<file path="src/rtl/host_input_pkg.sv">
// Shared definitions for the host-input pipeline: EtherType constants,
// dispatcher state encoding and beat-format constants.
package host_input_pkg;

  localparam logic [15:0] ETH_PTP    = 16'h98F7;
  localparam logic [15:0] ETH_NMAC   = 16'h1662;

  localparam int MARK_BIT   = 8;
  localparam int BYTE_W     = 8;
  localparam int BEAT_W     = BYTE_W + 1;
  localparam int BEAT_CNT_W = 12;

  typedef enum logic [2:0] {
    IDLE_S  = 3'd0,
    FWD_S   = 3'd1,
    CTRL_S  = 3'd2,
    DISC_S  = 3'd3,
    TRUNC_S = 3'd4
  } state_e;

  function automatic logic is_ctrl_type(input logic [15:0] eth,
                                        input logic [15:0] ptp,
                                        input logic [15:0] nmac);
    return (eth == ptp) || (eth == nmac);
  endfunction

endpackage

</file>
<file path="src/rtl/frame_dispatch_cnt.sv">
// Wrapping statistics counter with synchronous clear; clear beats increment.
module frame_dispatch_cnt #(
  parameter int CNT_W = 32
) (
  input  logic             i_clk,
  input  logic             i_rst_n,
  input  logic             i_clr,
  input  logic             i_inc,
  output logic [CNT_W-1:0] ov_cnt
);

  logic [CNT_W-1:0] cnt_q, cnt_d;

  always_comb begin
    cnt_d = cnt_q;
    if (i_clr)      cnt_d = '0;
    else if (i_inc) cnt_d = cnt_q + CNT_W'(1);
  end

  always_ff @(posedge i_clk) begin
    if (!i_rst_n) cnt_q <= '0;
    else          cnt_q <= cnt_d;
  end

  assign ov_cnt = cnt_q;

endmodule

</file>
<file path="src/rtl/frame_dispatch.sv">
// Steers host-input frames to the forwarding path, the control path or
// the bin, with a per-frame length limit and per-class counters.
//
//   state   | meaning
//   IDLE_S  | waiting for a head beat; non-head beats are orphans
//   FWD_S   | passing a frame on the forwarding path
//   CTRL_S  | passing a frame on the control path
//   DISC_S  | dropping a missed frame until its tail
//   TRUNC_S | dropping the overlong remainder until its tail
module frame_dispatch
  import host_input_pkg::*;
#(
  parameter logic [15:0] PTP_ETHTYPE  = ETH_PTP,
  parameter logic [15:0] NMAC_ETHTYPE = ETH_NMAC,
  parameter int          MAX_BEATS    = 1522,
  parameter int          CNT_W        = 32
) (
  input  logic              i_clk,
  input  logic              i_rst_n,
  input  logic [15:0]       iv_eth_type,
  input  logic [47:0]       iv_tsntag,
  input  logic              i_hit,
  input  logic              i_replication_flag,
  input  logic              i_standardpkt_tsnpkt_flag,
  input  logic [BEAT_W-1:0] iv_data,
  input  logic              i_data_wr,
  input  logic              i_cnt_clear,
  output logic [BEAT_W-1:0] ov_fwd_data,
  output logic              o_fwd_data_wr,
  output logic [47:0]       ov_fwd_tsntag,
  output logic              o_fwd_replication_flag,
  output logic              o_fwd_standardpkt_tsnpkt_flag,
  output logic [BEAT_W-1:0] ov_ctrl_data,
  output logic              o_ctrl_data_wr,
  output logic [15:0]       ov_ctrl_eth_type,
  output logic [CNT_W-1:0]  ov_fwd_pkt_cnt,
  output logic [CNT_W-1:0]  ov_ctrl_pkt_cnt,
  output logic [CNT_W-1:0]  ov_discard_pkt_cnt,
  output logic [CNT_W-1:0]  ov_trunc_pkt_cnt
);

  localparam logic [BEAT_CNT_W-1:0] MAX_LIM = BEAT_CNT_W'(MAX_BEATS);

  state_e                  state_q, state_d;
  logic [BEAT_CNT_W-1:0]   beat_q, beat_d, beat_nxt;
  logic [BEAT_W-1:0]       fwd_data_q, fwd_data_d, ctrl_data_q, ctrl_data_d, beat_out;
  logic                    fwd_wr_q, fwd_wr_d, ctrl_wr_q, ctrl_wr_d;
  logic [47:0]             tag_q, tag_d;
  logic                    repl_q, repl_d, std_q, std_d;
  logic [15:0]             eth_q, eth_d;
  logic                    is_mark, at_limit;
  logic                    inc_fwd, inc_ctrl, inc_disc, inc_trunc;

  assign is_mark  = i_data_wr && iv_data[MARK_BIT];
  assign beat_nxt = beat_q + BEAT_CNT_W'(1);
  assign at_limit = (beat_nxt == MAX_LIM);

  always_comb begin
    state_d     = state_q;
    beat_d      = beat_q;
    fwd_data_d  = '0;
    fwd_wr_d    = 1'b0;
    ctrl_data_d = '0;
    ctrl_wr_d   = 1'b0;
    tag_d       = tag_q;
    repl_d      = repl_q;
    std_d       = std_q;
    eth_d       = eth_q;
    beat_out    = iv_data;
    inc_fwd     = 1'b0;
    inc_ctrl    = 1'b0;
    inc_disc    = 1'b0;
    inc_trunc   = 1'b0;

    case (state_q)
      IDLE_S: begin
        if (is_mark) begin
          beat_d = BEAT_CNT_W'(1);
          if (is_ctrl_type(iv_eth_type, PTP_ETHTYPE, NMAC_ETHTYPE)) begin
            state_d     = CTRL_S;
            eth_d       = iv_eth_type;
            ctrl_wr_d   = 1'b1;
            ctrl_data_d = iv_data;
          end else if (i_hit) begin
            state_d    = FWD_S;
            tag_d      = iv_tsntag;
            repl_d     = i_replication_flag;
            std_d      = i_standardpkt_tsnpkt_flag;
            fwd_wr_d   = 1'b1;
            fwd_data_d = iv_data;
          end else begin
            state_d = DISC_S;
          end
        end
      end
      FWD_S, CTRL_S: begin
        if (i_data_wr) begin
          beat_d = beat_nxt;
          // A genuine tail wins over the limit, so a frame of exactly MAX_BEATS is not truncated.
          if (iv_data[MARK_BIT]) begin
            state_d = IDLE_S;
          end else if (at_limit) begin
            beat_out[MARK_BIT] = 1'b1;
            inc_trunc          = 1'b1;
            state_d            = TRUNC_S;
          end
          if (state_q == FWD_S) begin
            fwd_wr_d   = 1'b1;
            fwd_data_d = beat_out;
            inc_fwd    = iv_data[MARK_BIT] || at_limit;
          end else begin
            ctrl_wr_d   = 1'b1;
            ctrl_data_d = beat_out;
            inc_ctrl    = iv_data[MARK_BIT] || at_limit;
          end
        end
      end
      DISC_S: begin
        if (is_mark) begin
          inc_disc = 1'b1;
          state_d  = IDLE_S;
        end
      end
      TRUNC_S: begin
        if (is_mark) state_d = IDLE_S;
      end
      default: state_d = IDLE_S;
    endcase
  end

  always_ff @(posedge i_clk) begin
    if (!i_rst_n) begin
      state_q     <= IDLE_S;
      beat_q      <= '0;
      fwd_data_q  <= '0;
      fwd_wr_q    <= 1'b0;
      ctrl_data_q <= '0;
      ctrl_wr_q   <= 1'b0;
      tag_q       <= '0;
      repl_q      <= 1'b0;
      std_q       <= 1'b0;
      eth_q       <= '0;
    end else begin
      state_q     <= state_d;
      beat_q      <= beat_d;
      fwd_data_q  <= fwd_data_d;
      fwd_wr_q    <= fwd_wr_d;
      ctrl_data_q <= ctrl_data_d;
      ctrl_wr_q   <= ctrl_wr_d;
      tag_q       <= tag_d;
      repl_q      <= repl_d;
      std_q       <= std_d;
      eth_q       <= eth_d;
    end
  end

  assign ov_fwd_data                   = fwd_data_q;
  assign o_fwd_data_wr                 = fwd_wr_q;
  assign ov_fwd_tsntag                 = tag_q;
  assign o_fwd_replication_flag        = repl_q;
  assign o_fwd_standardpkt_tsnpkt_flag = std_q;
  assign ov_ctrl_data                  = ctrl_data_q;
  assign o_ctrl_data_wr                = ctrl_wr_q;
  assign ov_ctrl_eth_type              = eth_q;

  frame_dispatch_cnt #(.CNT_W(CNT_W)) u_cnt_fwd (
    .i_clk(i_clk), .i_rst_n(i_rst_n), .i_clr(i_cnt_clear), .i_inc(inc_fwd), .ov_cnt(ov_fwd_pkt_cnt)
  );
  frame_dispatch_cnt #(.CNT_W(CNT_W)) u_cnt_ctrl (
    .i_clk(i_clk), .i_rst_n(i_rst_n), .i_clr(i_cnt_clear), .i_inc(inc_ctrl), .ov_cnt(ov_ctrl_pkt_cnt)
  );
  frame_dispatch_cnt #(.CNT_W(CNT_W)) u_cnt_disc (
    .i_clk(i_clk), .i_rst_n(i_rst_n), .i_clr(i_cnt_clear), .i_inc(inc_disc), .ov_cnt(ov_discard_pkt_cnt)
  );
  frame_dispatch_cnt #(.CNT_W(CNT_W)) u_cnt_trunc (
    .i_clk(i_clk), .i_rst_n(i_rst_n), .i_clr(i_cnt_clear), .i_inc(inc_trunc), .ov_cnt(ov_trunc_pkt_cnt)
  );

endmodule

</file>
<file path="config.mk">
export PLATFORM = sky130hd
export DESIGN_NAME = frame_dispatch
export DESIGN_NICKNAME = d
export VERILOG_FILES = /design/src/rtl/host_input_pkg.sv /design/src/rtl/frame_dispatch_cnt.sv /design/src/rtl/frame_dispatch.sv
export SDC_FILE = /design/constraint.sdc
export NUM_CORES = 1
export LEC_CHECK = 0
export CELL_PAD_IN_SITES_DETAIL_PLACEMENT = 0
export CELL_PAD_IN_SITES_GLOBAL_PLACEMENT = 1
export CORE_MARGIN = 1.5
export CORE_UTILIZATION = 37
export DETAILED_ROUTE_END_ITERATION = 16
export PLACE_DENSITY_LB_ADDON = 0.1
export SYNTH_ARGS = -nofsm -noshare
export SYNTH_HDL_FRONTEND = slang
export SYNTH_SLANG_ARGS = --single-unit
</file>
<file path="constraint.sdc">
create_clock -name i_clk -period 9.1 [get_ports i_clk]
set_clock_uncertainty 0.2 [all_clocks]
set_input_delay 1.82 -clock i_clk [delete_from_list [all_inputs] [get_ports i_clk]]
set_output_delay 1.82 -clock i_clk [all_outputs]
set_load 0.03 [all_outputs]
</file>
; Yosys cells after proc, flatten, opt, wreduce, memory -nomap -nowiden
; Cells that the tools add are included.
[totals]
output_inout_bits = 214
wordCells = 90
in_bits = 80
ff_bits = 229
[classes]
bitwise_logic = 2
n_addsub = 5
reduce_logical = 12
eq_ne = 11
n_mux = 46
[ops]
columns = cell, count
row1 = $add 32x1->32 const B, 4
row2 = $mux 9, 9
row3 = $pmux 9 s2, 2
row4 = $mux 12, 2
row5 = $pmux 12 s2, 1
row6 = $mux 1, 22
row7 = $eq 16x13->1 const B, 1
row8 = $eq 16x16->1 const B, 1
row9 = $mux 3, 5
row10 = $add 12x1->12 const B, 1
row11 = $eq 12x11->1 const B, 1
row12 = $pmux 3 s3, 1
row13 = $reduce_and 4->1, 2
row14 = $eq 3x2->1 const B, 2
row15 = $reduce_and 3->1, 2
row16 = $reduce_or 2->1, 3
row17 = $mux 2, 2
row18 = $ne 2x2->1 const B, 2
row19 = $pmux 1 s2, 2
row20 = $eq 3x1->1 const B, 1
row21 = $eq 3x3->1 const B, 1
row22 = $logic_not 3->1, 1
row23 = $ne 3x3->1 const B, 1
row24 = $logic_or 1x1->1, 2
row25 = 4 further kinds, 5

; Longest topological paths before layout
; Gate-level depths: netlist of the first run.
[depth]
depth_word = 7
mapped_depth = 11
mapped_depth_nobuf = 8

; Hierarchy
; From an unflattened synthesis of the first run, not the netlist that was laid out.
[hier_totals]
hier_cells = 1160
area_unflattened_um2 = 10326.2
[by_module_without_submodules]
columns = mod, instances, cells_each, area_per_inst_um2, seq_area_each_um2
row1 = frame_dispatch_cnt (u_cnt_ctrl ...), 3, 178, 1552.7, 640.6
row2 = frame_dispatch, 1, 448, 4151.5, 2021.9
row3 = frame_dispatch_cnt (u_cnt_trunc), 1, 178, 1516.5, 640.6

; Worst setup path after synthesis of the first run
; OpenSTA, ideal clock, no wires.
[synth_timing]
path_type = input to register
startpoint = in i_data_wr
endpoint = reg u_cnt_disc.cnt_q[27] (netlist: u_cnt_disc.ov_cnt[27])
required_time_ps = 8772
path_stages = 10
t_arrival_ps = 3687
setup_slack_ps = 5085
path_buffers = 3
setup_ps = 128
cell_sequence = nor2b_1 -> clkbuf_1 -> and4_1 -> clkbuf_1 -> and4_1 -> clkbuf_1 -> nand3_1 -> nor4_1 -> xnor2_1 -> nor2_1
[synth_via]
elab_chain_cells = 3
[synth_lines]
columns = element, line
row1 = "start, declared", frame_dispatch.sv:26  ; input logic i_data_wr,
row2 = $logic_and 1x1->1, frame_dispatch.sv:54  ; assign is_mark = i_data_wr && iv_data[MARK_BIT];
row3 = $mux 1, frame_dispatch.sv:119  ; if (is_mark) begin
row4 = $mux 1, frame_dispatch.sv:75  ; case (state_q)
row5 = "end signal, assigned", frame_dispatch_cnt.sv:22  ; else cnt_q <= cnt_d;
row6 = "end, declared", frame_dispatch_cnt.sv:12  ; logic [CNT_W-1:0] cnt_q, cnt_d;
; Every way passes these cells.
; A chain may end at the register's enable or synchronous reset.

; Final worst setup path of the first run
[layout_timing]
startpoint = in iv_eth_type[15]
endpoint = reg fwd_data_q[4] (netlist: ov_fwd_data[4])
[layout_via]
elab_chain_cells = 5
word_cells_on_any_way = 6
classes_between = 2 x eq/ne / 3 x mux / 1 x reduce/logical
[layout_lines]
columns = element, line
row1 = "start, declared", frame_dispatch.sv:20  ; input logic [15:0] iv_eth_type,
row2 = $eq 16x16->1 or $eq 16x13->1 (tied branches), host_input_pkg.sv:24  ; return (eth == ptp) || (eth == nmac);
row3 = $logic_or 1x1->1 (*), host_input_pkg.sv:24
row4 = $mux 9 (*), frame_dispatch.sv:79  ; if (is_ctrl_type(iv_eth_type, PTP_ETHTYPE, NMAC_ETHTYPE)) begin
row5 = $mux 9 (*), frame_dispatch.sv:77  ; if (is_mark) begin
row6 = $pmux 9 s2 (*), frame_dispatch.sv:75
row7 = "end signal, assigned", frame_dispatch.sv:146  ; fwd_data_q <= fwd_data_d;
row8 = "end, declared", frame_dispatch.sv:46  ; logic [BEAT_W-1:0] fwd_data_q, fwd_data_d, ctrl_data_q, ctrl_data_d, beat_out;
; Mark *: on every way between the ends. The rest lies on a longest branch, timed or not.

==> results by group, run 1 <==
Logic synthesis
  • Count of different cell masters after synthesis: 47
  • Mapped Area: 9800 um2
  • Top cell type's share of synthesized area: 46.8%
  • Synth Flop Type: dfxtp_1
  • Asr flop ratio synth: 0%
  • Largest cells by area after synthesis: dfxtp_1, nand2_1, xnor2_1
  • Number of synthesized flops with an enable pin: 0
  • Cells after Synth: 1171
  • Post-synth top area cell: dfxtp_1
  • Ys Warns: 0
  • Syn Area/Cell: 8.37 um2
  • Register bit total from synthesis: 229
  • Sequential cell area fraction in the yosys report: 46.8%
  • Synthesized Nets: 1257

Global route
  • Remaining Overflow, GRT: 0
  • First-pass GRT wire length: between 40000 and 50000 um
  • Via count of the first global-routing pass: 8527
  • Initial antenna violation count: 1
  • GRT Total Usage: between 10% and 20%
  • Largest net degree at the start of global routing: 83

Min path
  • Tightest Hold Check Type: reg -> reg
  • Worst hold path startpoint: ov_ctrl_eth_type[7]
  • Cell count of the worst hold path: 2

Die
  • Row cnt: 59
  • I/O pins: 294
  • Die Wd: roughly 170 um
  • Die area: 27500 um2
  • Starting Density: 37.7%
  • Core Box Area: 26000 um2
  • Die Ht: between 150 and 200 um

Place
  • DP Wirelength: roughly 19000 um
  • Pre-CTS setup slack: 3.82 ns
  • DP Area: 13000 um2
  • Port bufs: between 200 and 300
  • Placer Congestion: 0.804

STA
  • Fmax: 213 MHz
  • Final hold viol count: 0
  • Unrepaired setup endpoints after global routing: no
  • Slew @ Worst Pin: 1.01 ns
  • Final period util: a little over 50%
  • Final Max Tran Viols: 0
  • Endpoints failing setup: 0
  • Slew headroom: 32.5%
  • Crit path time final: 4.68 ns
  • Setup TNS: 0 ns
  • Setup WS post-layout: 4.42 ns

Final layout
  • Share of layout cells above drive strength 1: 3.86%
  • Final instance area: between 10000 and 15000 um2
  • Area grow syn2layout: 41.2%
  • Final Core Density: 53.2%
  • Leading cell type in the layout, fill and taps excluded: clkdlybuf4s50_1
  • Most frequent cells in the layout: clkdlybuf4s50_1, dfxtp_1, nand2_1, nor2_1, a21boi_0
  • Final nets: 1519

Power
  • PwrDens: around 160 nW/um2
  • Leakage: approximately 0.0044 uW
  • Max IR drop VDD: roughly 0.00014 V

Clock network
  • H-Tree Depth: 1
  • Clk sinks: 229
  • Root Buffer: clkbuf_16
  • Post-CTS sizing: 0
  • Clock Path Buffers: 3
  • CTS Hold Bufs: 0
  • Clk_lat worst skew: 0.53 ns
  • CTS buffer count: 26
  • CTS tree: yes
  • Clk slew on worst S/H paths: 0.06 ns
  • Post CTS Setup Buffer Count: 0

Setup path
  • CP Depth: 8
  • CP most frequent cell: a21oi_1
  • Endpoint class of the critical path: register
  • Setup crit start: iv_eth_type[15]
  • CP max stage delay: 0.82 ns
  • Reg-to-Reg Start: beat_q[0]
  • CP max-delay cell: or2_2
  • Reg2Reg Depth: 8
  • Critical path peak fanout: 52
  • WP buf/inv: 1
  • Critical path class: in -> reg
  • CP arrival: 4.90 ns
  • Worst path cell trace: clkdlybuf4s50_1 > nand2_1 > or4_1 > a21oi_1 > nand2b_1 > or2_2 > a21oi_1 > and2_1
  • Required time worst endpoint: approximately 9.3 ns
  • Startpoint Class: input pin
  • Crit path max-delay family: simple AND/OR/NAND/NOR gates

Drt
  • Via Count: 9019
  • Initial DRC count: 499
  • Vias per cell: 5.04
  • Post-Route WL: around 28000 um
  • DRC: 0
  • Wire per inst: 15.5 um
  • Antenna Nets Post-Route: 0
  • Drt pass-1 iters: 4

Run
  • Max-Cap Viols: 0

Outcome
  • Status: finished clean
## area by class of cell
| cell class | instances | area, um2 |
|---|---|---|
| timing repair buffer | 298 | 2970 |
| clock inverter | 9 | 123 |
| multi-input combinational | 851 | 4880 |
| inverter | 27 | 101 |
| sequential | 229 | 4580 |
| fill | 2512 | 12200 |
| tap | 335 | 419 |
| clock buffer | 38 | 757 |
| antenna | 1 | 2.50 |
## sequential cells by signal, indices dropped and copies added (netlist names)
register and cells:
o_fwd_replication_flag 1, o_fwd_data_wr 1, ov_ctrl_data 9, u_cnt_trunc.ov_cnt 32, o_fwd_standardpkt_tsnpkt_flag 1, u_cnt_disc.ov_cnt 32
ov_ctrl_eth_type 16, u_cnt_ctrl.ov_cnt 32, u_cnt_fwd.ov_cnt 32, beat_q 12, ov_fwd_tsntag 48, state_q 3
ov_fwd_data 9, o_ctrl_data_wr 1
## where the power goes
group,internal [uW],switching [uW]
combinational,60.9,71.3
clock,659,417
sequential,1010,7.47
## tightest hold or removal path, cell delays in order, from the launching register on
cell and delay, ns:
dfxtp_1 0.30, nand2_1 0.05, a21boi_0 0.06
## metal layers
layer	part of all wire, %	GRT usage, %	vias up	wire length, um
li1	-	-	4591	-
met1	45	25.2	4138	12600
met2	44	31.6	256	12300
met3	8.3	6.57	34	2310
met4	2.0	5.13	0	568
met5	0	0	-	0
## cell families after synthesis
| family | after synthesis | share of synthesized area, % |
|---|---|---|
| fa+ha+maj | 6 | 0.766 |
| buf+inv | 91 | 3.51 |
| compound gates | 193 | 12.5 |
| simple gates | 564 | 28.5 |
| flops | 229 | 46.8 |
| xor+xnor | 82 | 7.33 |
| mux | 6 | 0.613 |
## synthesized netlist by cell type (all sizes together) (2+ instances only)
| master | instances |
|---|---|
| nand4b | 3 |
| nand2b | 5 |
| nand4 | 36 |
| o311a | 2 |
| o21ai | 42 |
| o31ai | 10 |
| nor2 | 119 |
| o21a | 4 |
| or4 | 21 |
| nor4 | 29 |
| inv | 27 |
| nor2b | 3 |
| ha | 6 |
| clkbuf | 63 |
| a31o | 2 |
| nand2 | 174 |
| nor3b | 2 |
| xor2 | 20 |
| a21oi | 55 |
| mux2i | 6 |
| nor4b | 5 |
| and2 | 26 |
| nor3 | 29 |
| a21boi | 66 |
| and3 | 15 |
| and4 | 11 |
| xnor2 | 62 |
| dfxtp | 229 |
| o211ai | 4 |
| nand3 | 47 |
| or2 | 4 |
| a21o | 2 |
| or3 | 32 |
## metrics by stage
stage | hold slack, ns | power (uW) | instances
floorplan | 0.276 | 1110 | 1171
global placement | 0.246 | 1180 | 1740
detailed placement | 0.256 | 1180 | 1740
CTS | 0.266 | 2260 | 1787
global route | 0.278 | 2320 | 1788
finish | 0.262 | 2230 | 1788
## worst paths after layout
path                                              end  slack, ns
worst min-delay path              ov_ctrl_eth_type[7]       0.26
worst min register to register    ov_ctrl_eth_type[7]       0.26
worst max-delay path                   ov_fwd_data[4]       4.42
worst max register to register  u_cnt_ctrl.ov_cnt[24]       5.25
Note: power is estimated with default switching activity, not from simulation.
==> run 2, diff against run 1 <==
CORE_UTILIZATION = 34   (was 37)
clock period = 4.45 ns   (was 9.1 ns; I/O delays follow)
==> results by group, run 2 (synthesis results as in run 1) <==
Setup path
  • Endpoint class of the critical path: register
  • Reg2Reg Depth: 7
  • Worst R2R Setup Slack: between 0.7 and 0.8 ns
  • Critical path peak fanout: 14
  • CP arrival: a little under 4 ns
  • Startpoint Class: register
  • Required time worst endpoint: ~4.7 ns
  • Reg-to-Reg Start: beat_q[0]
  • Worst r2r dst: u_cnt_ctrl.ov_cnt[24]
  • Critical path class: reg -> reg

Final layout
  • Fill count: 2745
  • Ant diodes: 0
  • Most frequent cells in the layout: clkdlybuf4s50_1, dfxtp_1, nand2_1, nor2_1, a21boi_0
  • Share of layout cells above drive strength 1: under 10%
  • Final nets: ~1500
  • Area grow syn2layout: 42.3%
  • Leading cell type in the layout, fill and taps excluded: clkdlybuf4s50_1
  • Final Core Density: 49.6%
  • Max reg flops: 48

Place
  • Placer Congestion: 0.784
  • Pre-CTS setup slack: 0.711 ns
  • DP Wirelength: 20700 um
  • Port bufs: slightly below 300

Power
  • Max IR drop VDD: 0.000278 V
  • PwrDens: 317 nW/um2
  • Leakage: 0.00443 uW

STA
  • Endpoints failing setup: 0
  • Final period util: approximately 80%
  • Final Max Tran Viols: 0
  • Setup WS post-layout: between 0.7 and 0.8 ns
  • Unrepaired setup endpoints after global routing: no
  • Slew @ Worst Pin: around 0.89 ns
  • Final hold viol count: 0
  • Setup TNS: 0 ns
  • Fmax: 273 MHz
  • Crit path time final: 3.67 ns
  • Slew headroom: between 40% and 50%

Drt
  • Via Count: 9124
  • Drt pass-1 iters: 4
  • Post-Route WL: 28900 um
  • Vias per cell: 4.95
  • DRC: 0
  • Antenna Nets Post-Route: 0
  • Initial DRC count: 402
  • Wire per inst: about 16 um

Min path
  • Hold Path Sink: ov_ctrl_eth_type[6]
  • Worst hold path startpoint: ov_ctrl_eth_type[6]
  • Tightest Hold Check Type: reg -> reg
  • Cell count of the worst hold path: 1

Die
  • I/O pins: 294
  • Starting Density: 34.9%
  • Die area: 29800 um2
  • Die Ht: 173 um
  • Row cnt: 61
  • Core Box Area: 28100 um2
  • Die Wd: 173 um

Clock network
  • CTS Hold Bufs: 0
  • Clk sinks: 229
  • Post CTS Setup Buffer Count: 0
  • Root Buffer: clkbuf_16
  • H-Tree Depth: 1
  • Clock Path Buffers: 3
  • Clk_lat worst skew: 0.52 ns
  • CTS tree: yes
  • Clk slew on worst S/H paths: approximately 0.06 ns
  • CTS buffer count: 27
  • Post-CTS sizing: 0

Run
  • Max-Cap Viols: 0

Global route
  • First-pass GRT wire length: around 47000 um
  • Remaining Overflow, GRT: 0
  • GRT Total Usage: a little under a fifth
  • Initial antenna violation count: 0
  • Via count of the first global-routing pass: between 8000 and 9000
  • Largest net degree at the start of global routing: 81

Outcome
  • Status: finished clean
run 2: cell types whose count changed in the layout (fill, tap and decap cells not counted), sizes merged:
cell,change
buf,+14
bufinv,-3
clkbuf,+2
clkinvlp,-1
diode,-1
run 2: worst max path at each step:
stage / start / end / slack (ns) / depth (start not counted)
2_1_floorplan: beat_q[0] / u_cnt_trunc.ov_cnt[28] / 1.26 / 9
4_1_cts: beat_q[0] / u_cnt_ctrl.ov_cnt[24] / 0.77 / 7
3_3_place_gp: i_data_wr / u_cnt_trunc.ov_cnt[25] / 0.76 / 8
5_1_grt: beat_q[2] / u_cnt_ctrl.ov_cnt[24] / 0.59 / 7
3_5_place_dp: i_data_wr / u_cnt_trunc.ov_cnt[25] / 0.71 / 8
6_report: beat_q[0] / u_cnt_ctrl.ov_cnt[24] / 0.78 / 7
run 2: final cells by class:
type,count,area [um2],share of cell area [%]
clock buffers,40,795,5.70
clock inverters,5,25.0,0.179
inverters,27,101,0.727
multi-input cells,851,4880,35.0
flip-flops and latches,229,4580,32.9
well taps,378,473,3.39
repair buffers,312,3080,22.1
run 2: critical path: stages, from the launching register on:
cell and delay (ns):
dfxtp_1 0.48, nand3_1 0.17, or4_1 0.67, mux2i_1 0.20
o41a_1 0.51, nand4b_1 0.56, or4_1 0.64, a21oi_1 0.14
run 2: per-stage QoR:
step	total power (uW)	std cells	hold WS [ns]	area (um2)
detailed placement	2410	1797	0.256	13100
CTS	4500	1842	0.264	13900
floorplan	2260	1171	0.276	9800
global placement	2410	1797	0.246	13100
global route	4600	1842	0.281	13900
finish	4420	1842	0.259	13900
run 2: metal layers:
| metal | vias up | share of wire (%) | track usage (%) |
|---|---|---|---|
| li1 | 4620 | - | - |
| met1 | 4227 | 45 | 24.3 |
| met2 | 244 | 45 | 31.0 |
| met3 | 33 | 8.2 | 6.55 |
| met4 | 0 | 1.8 | 3.84 |
| met5 | - | 0 | 0 |
run 2: power breakdown:
part           total [uW]  internal, uW  leakage [uW]  switching, uW
Clock                2060          1220      0.000410            837
Combinational         277           129       0.00217            148
Sequential           2090          2070       0.00185           14.2
Total                4420          3420       0.00443           1000
==> run 3, diff against run 2 <==
CORE_UTILIZATION = 31   (was 34)
clock period = 3.02 ns   (was 4.45 ns; I/O delays follow)
==> results by group, run 3 (synthesis results as in run 1) <==
Min path
  • Worst hold path startpoint: i_rst_n
  • Tightest Hold Check Type: in -> reg

Global route
  • First-pass GRT wire length: 49600 um
  • Largest net degree at the start of global routing: 67
  • Initial antenna violation count: 1
  • Via count of the first global-routing pass: 9197
  • GRT Total Usage: 18.5%
  • Remaining Overflow, GRT: 0

Clock network
  • CTS buffer count: 27
  • H-Tree Depth: 1
  • CTS Hold Bufs: 0
  • Clock Path Buffers: 3
  • Clk sinks: 229
  • Clk_lat worst skew: roughly 0.52 ns
  • Clk slew on worst S/H paths: roughly 0.06 ns
  • Root Buffer: clkbuf_16
  • CTS tree: yes

Setup path
  • Critical path peak fanout: 5
  • Endpoint class of the critical path: register
  • Startpoint Class: register
  • Reg-to-Reg Start: beat_q[0]
  • CP arrival: 3.32 ns
  • Required time worst endpoint: around 3.3 ns
  • Setup crit start: beat_q[0]
  • Critical path class: reg -> reg

Final layout
  • Ant diodes: 0
  • Final nets: 1609
  • Register area: 4600 um2
  • Leading cell type in the layout, fill and taps excluded: clkdlybuf4s50_1
  • Share of layout cells above drive strength 1: 12.0%
  • Area grow syn2layout: 51.3%
  • Most frequent cells in the layout: clkdlybuf4s50_1, dfxtp_1, nand2_1, nor2_1, buf_4
  • Fill count: 2980
  • Final Core Density: 48.1%
  • Area occupied by multi-input gates: 5100 um2
  • Max reg flops: 48

Die
  • Row cnt: between 60 and 70
  • Die area: 32700 um2
  • Die Wd: 181 um
  • Starting Density: about a third
  • Core Box Area: 30800 um2
  • Die Ht: 181 um
  • I/O pins: 294

STA
  • Fmax: 325 MHz
  • Setup TNS: -0.144 ns
  • Crit path time final: 3.08 ns
  • Final period util: 102%
  • Worst hold slack: ~0.19 ns
  • Endpoints failing setup: 7
  • Slew @ Worst Pin: 0.619 ns
  • Final Max Tran Viols: 0
  • Unrepaired setup endpoints after global routing: yes
  • Slew headroom: 58.8%
  • Setup WS post-layout: -0.0582 ns
  • Final hold viol count: 0

Drt
  • Drt pass-1 iters: 4
  • Post-Route WL: just over 30000 um
  • M1 wire length: approximately 13000 um
  • Antenna Nets Post-Route: 0
  • DR top layer: met5
  • Met2 WL: 14000 um
  • Via Count: around 9500
  • Wire per inst: 15.9 um
  • DRC: 0
  • DR WL met3: ~3100 um
  • Initial DRC count: between 300 and 400
  • Vias per cell: 4.88

Place
  • Pre-CTS setup slack: -0.211 ns
  • DP Wirelength: 22000 um
  • Placer Congestion: between 0.7 and 0.8
  • Port bufs: 293

Outcome
  • Failing checks: setup timing
  • Status: finished, violations left

Power
  • PwrDens: 446 nW/um2
  • Leakage: approximately 0.0049 uW
  • Max IR drop VDD: 0.000360 V

Run
  • Max-Cap Viols: 0
-- run 3: cell types whose count changed in the layout (fill, tap and decap cells not counted), moves of 3 or more --
cell,change
buf_4,+66
nor4_1,-17
nor4_2,+15
buf_6,+5
dfxtp_1,-5
or4_1,-4
or4_4,+4
a21oi_1,-3
a21oi_2,+3
buf_12,+3
dfxtp_2,+3
nor4b_1,-3
nor4b_2,+3
-- run 3: power breakdown --
group	total (uW)	switching, uW	leakage (uW)	internal (uW)
Combinational	452	236	0.00259	216
Sequential	3070	17.0	0.00185	3050
Clock	3090	1280	0.000419	1810
-- run 3: final timing paths --
path,endpoint,slack [ns],depth (start not counted)
worst max-delay path,u_cnt_fwd.ov_cnt[28],-0.06,7
worst max register to register,u_cnt_fwd.ov_cnt[28],-0.06,7
worst min register to register,ov_fwd_tsntag[34],0.26,2
worst min-delay path,state_q[1],0.19,3
-- run 3: cell type report --
type | count | area share (%)
Clock buffer | 40 | 5.36
Clock inverter | 7 | 0.270
Inverter | 27 | 0.684
Multi-Input combinational cell | 852 | 34.4
Sequential cell | 229 | 31.0
Tap cell | 396 | 3.34
Timing Repair Buffer | 386 | 24.9
-- run 3: worst max-delay path, cell delays in order (launching register included) --
cell and delay, ns:
dfxtp_4 0.38, nand3_2 0.09, or4_4 0.54, mux2i_2 0.18
o41a_1 0.48, or4_4 0.59, or4_1 0.41, a21oi_1 0.13
-- run 3: per-stage QoR --
| stage | cell area [um2] | instances | total power (uW) |
|---|---|---|---|
| 5_1_grt | 14800 | 1937 | 6890 |
| 3_3_place_gp | 13700 | 1883 | 3590 |
| 6_report | 14800 | 1937 | 6610 |
| 4_1_cts | 14600 | 1933 | 6730 |
| 3_5_place_dp | 13700 | 1883 | 3590 |
| 2_1_floorplan | 9820 | 1171 | 3330 |
-- run 3: routing by layer --
metal	global-route usage (%)	up-vias
met1	23.0	4363
met2	30.0	287
met3	7.18	36
li1	-	4771
met5	0	-
met4	3.90	2
-- run 3: what timing repair did --
item	4_1_cts	5_1_grt
pin swaps	4	6
buffers inserted	3	2
cloned	0	2
setup endpoints to repair	22	52
resized for setup	12	35
